<file path="config.mk">
export PLATFORM = sky130hd
export DESIGN_NAME = adc_spi_sampler
export DESIGN_NICKNAME = d
export VERILOG_FILES = /design/src/rtl/adc_spi_pkg.sv /design/src/rtl/adc_sclk_gen.sv /design/src/rtl/adc_spi_sampler.sv
export SDC_FILE = /design/constraint.sdc
export NUM_CORES = 1
export LEC_CHECK = 0
export ABC_AREA = 1
export CORE_ASPECT_RATIO = 0.7
export CORE_MARGIN = 2
export CORE_UTILIZATION = 30
export CTS_CLUSTER_DIAMETER = 60
export DETAILED_ROUTE_END_ITERATION = 16
export PLACE_DENSITY_LB_ADDON = 0.25
export SETUP_SLACK_MARGIN = 0.4
export SYNTH_ARGS = -nofsm -noshare
export SYNTH_HDL_FRONTEND = slang
export SYNTH_SLANG_ARGS = --single-unit
</file>
<file path="constraint.sdc">
create_clock -name clk -period 2 [get_ports clk]
set_clock_uncertainty 0.2 [all_clocks]
set_input_delay 0.3 -clock clk [delete_from_list [all_inputs] [get_ports clk]]
set_output_delay 0.3 -clock clk [all_outputs]
set_load 0.005 [all_outputs]
</file>
<file path="src/rtl/adc_spi_pkg.sv">
// Shared types and fixed frame geometry for the serial ADC read master.
package adc_spi_pkg;

  typedef enum logic [1:0] {
    ST_IDLE  = 2'd0,
    ST_CONV  = 2'd1,
    ST_QUIET = 2'd2
  } adc_state_e;

  localparam int FRAME_BITS = 16;
  localparam int DATA_BITS  = 12;
  localparam int LEAD_BITS  = 4;
  localparam int BIT_CNT_W  = $clog2(FRAME_BITS + 1);

endpackage

</file>
<file path="src/rtl/adc_sclk_gen.sv">
// Serial clock generator: sclk toggles every HALF_DIV enabled clk cycles,
// starting from the high idle level; ticks flag the edge being made.
module adc_sclk_gen #(
  parameter int HALF_DIV = 16
) (
  input  logic clk,
  input  logic rst,
  input  logic en,
  input  logic clr,
  output logic sclk,
  output logic rise_tick,
  output logic fall_tick
);

  localparam int CW = 8;

  logic [CW-1:0] cnt;
  logic          term;

  assign term      = en && (cnt == CW'(HALF_DIV - 1));
  assign rise_tick = term && !sclk;
  assign fall_tick = term && sclk;

  always_ff @(posedge clk or posedge rst) begin
    if (rst) begin
      cnt  <= '0;
      sclk <= 1'b1;
    end else if (clr) begin
      cnt  <= '0;
      sclk <= 1'b1;
    end else if (en) begin
      if (term) begin
        cnt  <= '0;
        sclk <= ~sclk;
      end else begin
        cnt <= cnt + CW'(1);
      end
    end
  end

endmodule

</file>
<file path="src/rtl/adc_spi_sampler.sv">
// SPI read master for a 12-bit serial ADC: one 16-bit frame per start.
// Define ADC_FRAME_CHECK_EN to flag frames whose 4 leading bits are not zero.
module adc_spi_sampler
  import adc_spi_pkg::*;
#(
  parameter int HALF_DIV     = 16,
  parameter int QUIET_CYCLES = 50
) (
  input  logic                 clk,
  input  logic                 rst,
  input  logic                 start,
  input  logic                 sdata,
  output logic                 cs_n,
  output logic                 sclk,
  output logic [DATA_BITS-1:0] sample,
  output logic                 sample_valid,
  output logic                 busy,
  output logic                 frame_err,
  output adc_state_e           state_dbg
);

  localparam int QW = (QUIET_CYCLES > 1) ? $clog2(QUIET_CYCLES) : 1;

  adc_state_e            state;
  logic [BIT_CNT_W-1:0]  bit_cnt;
  logic [FRAME_BITS-2:0] shift_q;
  logic [FRAME_BITS-1:0] shift_next;
  logic [QW-1:0]         quiet_cnt;
  logic                  pending;
  logic                  rise_tick;
  logic                  fall_tick_unused;
  logic                  frame_done;
  logic                  quiet_done;

  assign state_dbg  = state;
  assign shift_next = {shift_q, sdata};
  assign frame_done = (state == ST_CONV) && rise_tick &&
                      (bit_cnt == BIT_CNT_W'(FRAME_BITS - 1));
  assign quiet_done = (quiet_cnt == QW'(QUIET_CYCLES - 1));

  adc_sclk_gen #(
    .HALF_DIV (HALF_DIV)
  ) u_sclk_gen (
    .clk       (clk),
    .rst       (rst),
    .en        (state == ST_CONV),
    .clr       (state != ST_CONV),
    .sclk      (sclk),
    .rise_tick (rise_tick),
    .fall_tick (fall_tick_unused)
  );

  // cs_n and busy are registered here; sclk comes registered from the generator.
  always_ff @(posedge clk or posedge rst) begin
    if (rst) begin
      state        <= ST_IDLE;
      cs_n         <= 1'b1;
      busy         <= 1'b0;
      sample       <= '0;
      sample_valid <= 1'b0;
      pending      <= 1'b0;
      bit_cnt      <= '0;
      shift_q      <= '0;
      quiet_cnt    <= '0;
    end else begin
      sample_valid <= 1'b0;
      case (state)
        ST_IDLE: begin
          if (start || pending) begin
            state   <= ST_CONV;
            cs_n    <= 1'b0;
            busy    <= 1'b1;
            pending <= 1'b0;
            bit_cnt <= '0;
          end
        end
        ST_CONV: begin
          if (start) pending <= 1'b1;
          if (rise_tick) begin
            shift_q <= shift_next[FRAME_BITS-2:0];
            bit_cnt <= bit_cnt + BIT_CNT_W'(1);
          end
          if (frame_done) begin
            state        <= ST_QUIET;
            cs_n         <= 1'b1;
            sample       <= shift_next[DATA_BITS-1:0];
            sample_valid <= 1'b1;
            quiet_cnt    <= '0;
          end
        end
        ST_QUIET: begin
          if (start) pending <= 1'b1;
          if (quiet_done) begin
            // A start landing on the exit edge counts as pending.
            if (pending || start) begin
              state   <= ST_CONV;
              cs_n    <= 1'b0;
              pending <= 1'b0;
              bit_cnt <= '0;
            end else begin
              state <= ST_IDLE;
              busy  <= 1'b0;
            end
          end else begin
            quiet_cnt <= quiet_cnt + QW'(1);
          end
        end
        default: begin
          state <= ST_IDLE;
          cs_n  <= 1'b1;
          busy  <= 1'b0;
        end
      endcase
    end
  end

`ifdef ADC_FRAME_CHECK_EN
  always_ff @(posedge clk or posedge rst) begin
    if (rst) begin
      frame_err <= 1'b0;
    end else if (frame_done) begin
      frame_err <= |shift_next[FRAME_BITS-1 -: LEAD_BITS];
    end
  end
`else
  logic unused_lead;
  assign unused_lead = ^shift_next[FRAME_BITS-1 -: LEAD_BITS];
  assign frame_err   = 1'b0;
`endif

endmodule

</file>
# Word level (Yosys, flattened, before mapping)
# Index checks and enable logic that the tools add are counted.
[word_totals]
reg_bits = 49
output_inout_bits = 19
word_cells = 81
[classes]
n_addsub = 3
eq_ne = 12
n_mux = 33
n_bitwise = 2
reduce_logical = 20
[op_table]
columns = ["op", "count"]
rows = [
  ["8-bit 2-to-1 mux", 3],
  ["1-bit 2-to-1 mux", 16],
  ["5-bit 2-to-1 mux", 3],
  ["5-bit one-hot mux with 3 select lines", 1],
  ["6-bit 2-to-1 mux", 2],
  ["2-bit inequality test (second input constant)", 6],
  ["6-bit one-hot mux with 2 select lines", 1],
  ["2-bit AND reduction", 5],
  ["1-bit one-hot mux with 3 select lines", 3],
  ["3-bit AND reduction", 3],
  ["8-bit by 1-bit adder with 8-bit output (second input constant)", 1],
  ["8-bit by 4-bit == test with 1-bit output (second input constant)", 1],
  ["6-bit by 1-bit adder with 6-bit output (second input constant)", 1],
  ["6-bit == test (second input constant)", 1],
  ["2-bit 2-to-1 mux", 3],
  ["2-bit one-hot mux with 3 select lines", 1],
  ["2-bit nonzero test", 3],
  ["5-bit by 1-bit adder with 5-bit output (second input constant)", 1],
  ["5-bit by 4-bit == test with 1-bit output (second input constant)", 1],
  ["1-bit logical AND", 4],
  ["4-bit AND reduction", 1],
  ["3-bit nonzero test", 1],
  ["2-bit by 1-bit == test with 1-bit output (second input constant)", 1],
  ["2-bit == test (second input constant)", 1],
  ["5 further kinds", 6],
]

# Longest topological paths before layout
[depth]
word_depth = 7
mapped_depth = 11

# By module
# Synthesis repeated with hierarchy kept, for this count alone.
[hier_totals]
cells_unflattened = 301
hier_area_um2 = 2457.4
[by_module_without_submodules]
columns = ["mod", "n_inst", "cells_each", "area_per_inst_um2", "seq_area_each_um2"]
rows = [
  ["adc_spi_sampler", 1, 227, 1914.3, 1002.2],
  ["adc_sclk_gen", 1, 74, 543.0, 226.5],
]

# Least setup slack after synthesis
# Ideal clock, no wire load.
[synth_timing]
kind = "register to register"
from = "reg state[1], in the netlist state_dbg[1]"
to = "reg state[0], in the netlist state_dbg[0]"
setup_time_ps = 117
t_arrival_ps = 1457
required_time_ps = 1683
path_slack_ps = 226
path_stages_with_launch = 12
synth_period_minus_slack_ps = 1774
cell_sequence = "dfrtp_1 -> inv_1 -> ha_1 -> buf_4 -> inv_2 -> nor2_2 -> nand3_2 -> nand2_2 -> buf_6 -> nand2_1 -> nand2_1 -> nand2_1"
[synth_via]
elab_chain_len = 7
elab_cells_between_ends = 12
classes_between = "eq/ne: 5; mux: 1; reduce/logical: 6"
[synth_rtl]
columns = ["element", "line_no", "rtl"]
rows = [
  ["start, declared", "adc_spi_sampler.sv:24", "adc_state_e state;"],
  ["start signal, assigned", "adc_spi_sampler.sv:56", "state <= ST_IDLE;"],
  ["start signal, assigned", "adc_spi_sampler.sv:70", "state <= ST_CONV;"],
  ["start signal, assigned", "adc_spi_sampler.sv:84", "state <= ST_QUIET;"],
  ["2-bit by 1-bit == test with 1-bit output", "adc_spi_sampler.sv:37, adc_spi_sampler.sv:46, adc_spi_sampler.sv:67", ""],
  ["1-bit logical AND", "adc_sclk_gen.sv:20", "assign term = en && (cnt == CW'(HALF_DIV - 1));"],
  ["1-bit logical AND", "adc_sclk_gen.sv:21", "assign rise_tick = term && !sclk;"],
  ["1-bit logical AND (2 in series)", "adc_spi_sampler.sv:37", "assign frame_done = (state == ST_CONV) && rise_tick &&"],
  ["2-bit inequality test (no source line)", "n/a", ""],
  ["3-bit AND reduction (no source line)", "n/a", ""],
]
# Parallel ways exist; a longest one is shown, timed or not.
# A chain may end at the register's enable or synchronous reset.

# Worst setup path in the final report
[layout_timing]
from = "reg bit_cnt[0]"
to = "reg cs_n"
[layout_via]
elab_chain_len = 4
[layout_rtl]
columns = ["element", "line_no", "rtl"]
rows = [
  ["start, declared", "adc_spi_sampler.sv:25", "logic [BIT_CNT_W-1:0] bit_cnt;"],
  ["start signal, assigned", "adc_spi_sampler.sv:81", "bit_cnt <= bit_cnt + BIT_CNT_W'(1);"],
  ["5-bit by 4-bit == test with 1-bit output", "adc_spi_sampler.sv:38", "(bit_cnt == BIT_CNT_W'(FRAME_BITS - 1));"],
  ["1-bit logical AND", "adc_spi_sampler.sv:37", ""],
  ["2-bit inequality test (no source line)", "n/a", ""],
  ["2-bit AND reduction (no source line)", "n/a", ""],
  ["end signal, assigned", "adc_spi_sampler.sv:57", "cs_n <= 1'b1;"],
  ["end signal, assigned", "adc_spi_sampler.sv:71", "cs_n <= 1'b0;"],
  ["end signal, assigned", "adc_spi_sampler.sv:85", "cs_n <= 1'b1;"],
  ["end, declared", "adc_spi_sampler.sv:13", "output logic cs_n,"],
]
# No other way between the ends.

==> impl_metrics.csv <==
group,metric,value,unit
outcome,status,"finished clean",
floorplan,die_width,110,um
global_routing,antenna_found_initial,0,
layout,fin_nets,343,
setup_path,critPathLaunchType,"flop",
setup_path,endpoint,"cs_n$_DFFE_PP1P_",
floorplan,ios,23,
placement,port_buffers,21,
power,cellLeakagePower,0.00155,uW
setup_path,crit_start,"bit_cnt[0]$_DFFE_PP0P_",
setup_path,worst_r2r_path_depth,10,
placement,place_congestion,0.777,
floorplan,fp-row-count,27,
routing,routedWlPerCell,11.7,um
job,drv_cap,0,
clock_network,root_buffer,"clkbuf_16",
routing,drtPass1Iterations,4,
routing,via_per_inst,4.37,
global_routing,grt_pass1_wl,8500,um
layout,antenna_cells,0,
clock_network,cts.clk_slew.worst_paths,0.07,ns
setup_path,cp.arrival,1.73,ns
sta,fin_setup_tns,0,ns
clock_network,clock-sinks,49,
sta,whs,0.207,ns
setup_path,r2r_start,"bit_cnt[0]$_DFFE_PP0P_",
synthesis,mappedNetlistArea,2380,um2
sta,setup_viol,0,
synthesis,syn_nets,304,
power,ir_worst_vdd,0.355,mV
global_routing,grt_usage,0.125,
power,power.density,604,nW/um2
clock_network,clk_latency,0.29,ns
sta,hold_viol_final,0,
clock_network,clock_path_buffers,2,
synthesis,ys_ff_latch,49,
sta,rsz0062_at_grt,"true",
layout,multi_input_area,1110,um2
global_routing,grt_max_degree,33,
placement,dp_cells,412,
synthesis,synthCells,290,
floorplan,dieArea,8660,um2
synthesis,netlist-cell-type-count,28,
floorplan,die_h,78.5,um
setup_path,cp.required,2.03,ns
sta,clock.fmax,588,MHz
synthesis,synth-async-reset-ratio,1.00,
synthesis,ys_seq_area_frac,0.517,
layout,fillers,800,
synthesis,synth_enable_flop_cells,0,
sta,period_minus_slack,1.70,ns
routing,drt-initial-drc-count,74,
routing,vias,1882,
synthesis,ys.flop_type,"dfrtp_1",
clock_network,cts_tree,"yes",
synthesis,yosys_warnings,0,
setup_path,critPathCaptureType,"flop",
global_routing,grt_pass1_vias,1793,
floorplan,start_util,0.306,
sta,slew_violations,0,
setup_path,reg2reg_slack,0.30,ns
setup_path,critical_path_class,"reg2reg",
layout,fin_cells,431,
layout,drive_gt1_frac,0.230,
routing,drc,0,
setup_path,crit_path_max_fanout,8,
layout,register_area,1230,um2
sta,finalCritPeriodShare,0.850,
routing,ant_nets,0,
synthesis,syn_area_per_cell,8.20,um2
routing,wl,5030,um
floorplan,core,7770,um2
global_routing,grt_overflow,0,
clock_network,cts-htree-levels,2,
setup_path,rr_endpoint,"cs_n$_DFFE_PP1P_",
placement,hpwl,3360,um
layout,syn_to_final_growth,32.7,%
hold_path,worstHoldPathType,"in2async",
clock_network,cts_buffers,5,
==> synthesized netlist by cell type (2+ instances only) <==
| master | instances | share of area |
|---|---|---|
| nor3_1 | 5 | 0.011 |
| inv_1 | 41 | 0.065 |
| a21oi_1 | 4 | 0.0084 |
| nor2_1 | 23 | 0.036 |
| nand2_1 | 91 | 0.14 |
| nand3_2 | 2 | 0.0084 |
| buf_4 | 2 | 0.0063 |
| buf_2 | 2 | 0.0042 |
| o21ai_0 | 22 | 0.046 |
| nor3b_1 | 3 | 0.0095 |
| xor2_1 | 3 | 0.011 |
| nand3_1 | 18 | 0.038 |
| dfrtp_1 | 47 | 0.49 |
| nor2_4 | 2 | 0.0095 |
| ha_1 | 10 | 0.053 |
| dfstp_2 | 2 | 0.022 |
| o21ai_1 | 2 | 0.0042 |
==> flip-flops by register name, summed over array words and instances, names as in the netlist <==
register	flops
sample_valid	1
state_dbg	2
cs_n	1
quiet_cnt	6
bit_cnt	5
pending	1
shift_q	11
busy	1
sample	12
u_sclk_gen.cnt	8
u_sclk_gen.sclk	1
==> per-layer routing <==
layer,part of all wire,vias to the layer above,global-route usage
li1,-,974,-
met5,0,-,0
met3,0.044,7,0.0399
met4,0.011,0,0.0263
met1,0.52,874,0.182
met2,0.43,27,0.182
==> worst min-delay path by stage <==
stage	end
after floorplan	bit_cnt[0]$_DFFE_PP0P_
after global placement	cs_n$_DFFE_PP1P_
after detailed placement	cs_n$_DFFE_PP1P_
after CTS	bit_cnt[4]$_DFFE_PP0P_
after global routing	bit_cnt[4]$_DFFE_PP0P_
final	bit_cnt[4]$_DFFE_PP0P_
==> layout make-up <==
class,count,area share
clock inverter,3,0.00912
timing repair buffer,39,0.111
clock buffer,5,0.0397
inverter,42,0.0551
tap,101,0.0401
multi-input combinational,192,0.353
sequential,49,0.392
==> power by group <==
group          internal (uW)  switching (uW)
Sequential               991           0.596
Combinational           8.79            22.6
Clock                    480             404
Total                   1480             427
==> placed cells by master, fill, tap and decap left out, types with 5 or more instances in the layout <==
cell,synthesis,layout
buf_4,2,15
clkbuf_16,0,5
dfrtp_1,47,42
dfrtp_2,0,5
dlygate4sd2_1,0,18
inv_1,41,36
nand2_1,91,79
nand2_2,1,8
nand2_4,0,5
nand3_1,18,11
nand3_2,2,8
nor2_1,23,19
nor3_1,5,5
o21ai_0,22,14
o21ai_1,2,10
==> logic make-up after synthesis <==
kind of cell             share of synthesized area
adder cells (fa/ha/maj)                     0.0526
other                                      0.00158
XOR/XNOR                                    0.0147
buffers and inverters                       0.0853
AND/OR/NAND/NOR                              0.264
AO/OA/AOI/OAI                               0.0647
flip-flops                                   0.517
==> repair_timing <==
action                                  CTS  global route
resized for setup                        56            26
endpoints found under the setup margin   59            38
hold buffers                              0             0
setup buffers                             8             3
pin swaps                                13             4
==> stage by stage <==
stage / cell area (um2) / setup slack (ns) / utilization / total power, uW
after floorplan: 2410 / 0.256 / - / 1030
after global placement: 2750 / 0.103 / 0.354 / 1040
after detailed placement: 2750 / 0.145 / 0.354 / 1050
after CTS: 3070 / 0.299 / 0.395 / 1940
after global routing: 3150 / 0.191 / 0.406 / 1990
final: 3150 / 0.301 / 0.406 / 1910
==> critical path, cell delays in order, from the launching register on <==
cell	delay (ns)
dfrtp_1	0.37
ha_2	0.20
nand2_2	0.06
nor2_2	0.08
ha_2	0.20
nand3_4	0.11
nand2_4	0.13
buf_8	0.14
nand2_2	0.05
nand2_1	0.05
nand2_1	0.04
Note: power is estimated with default switching activity, not from simulation.
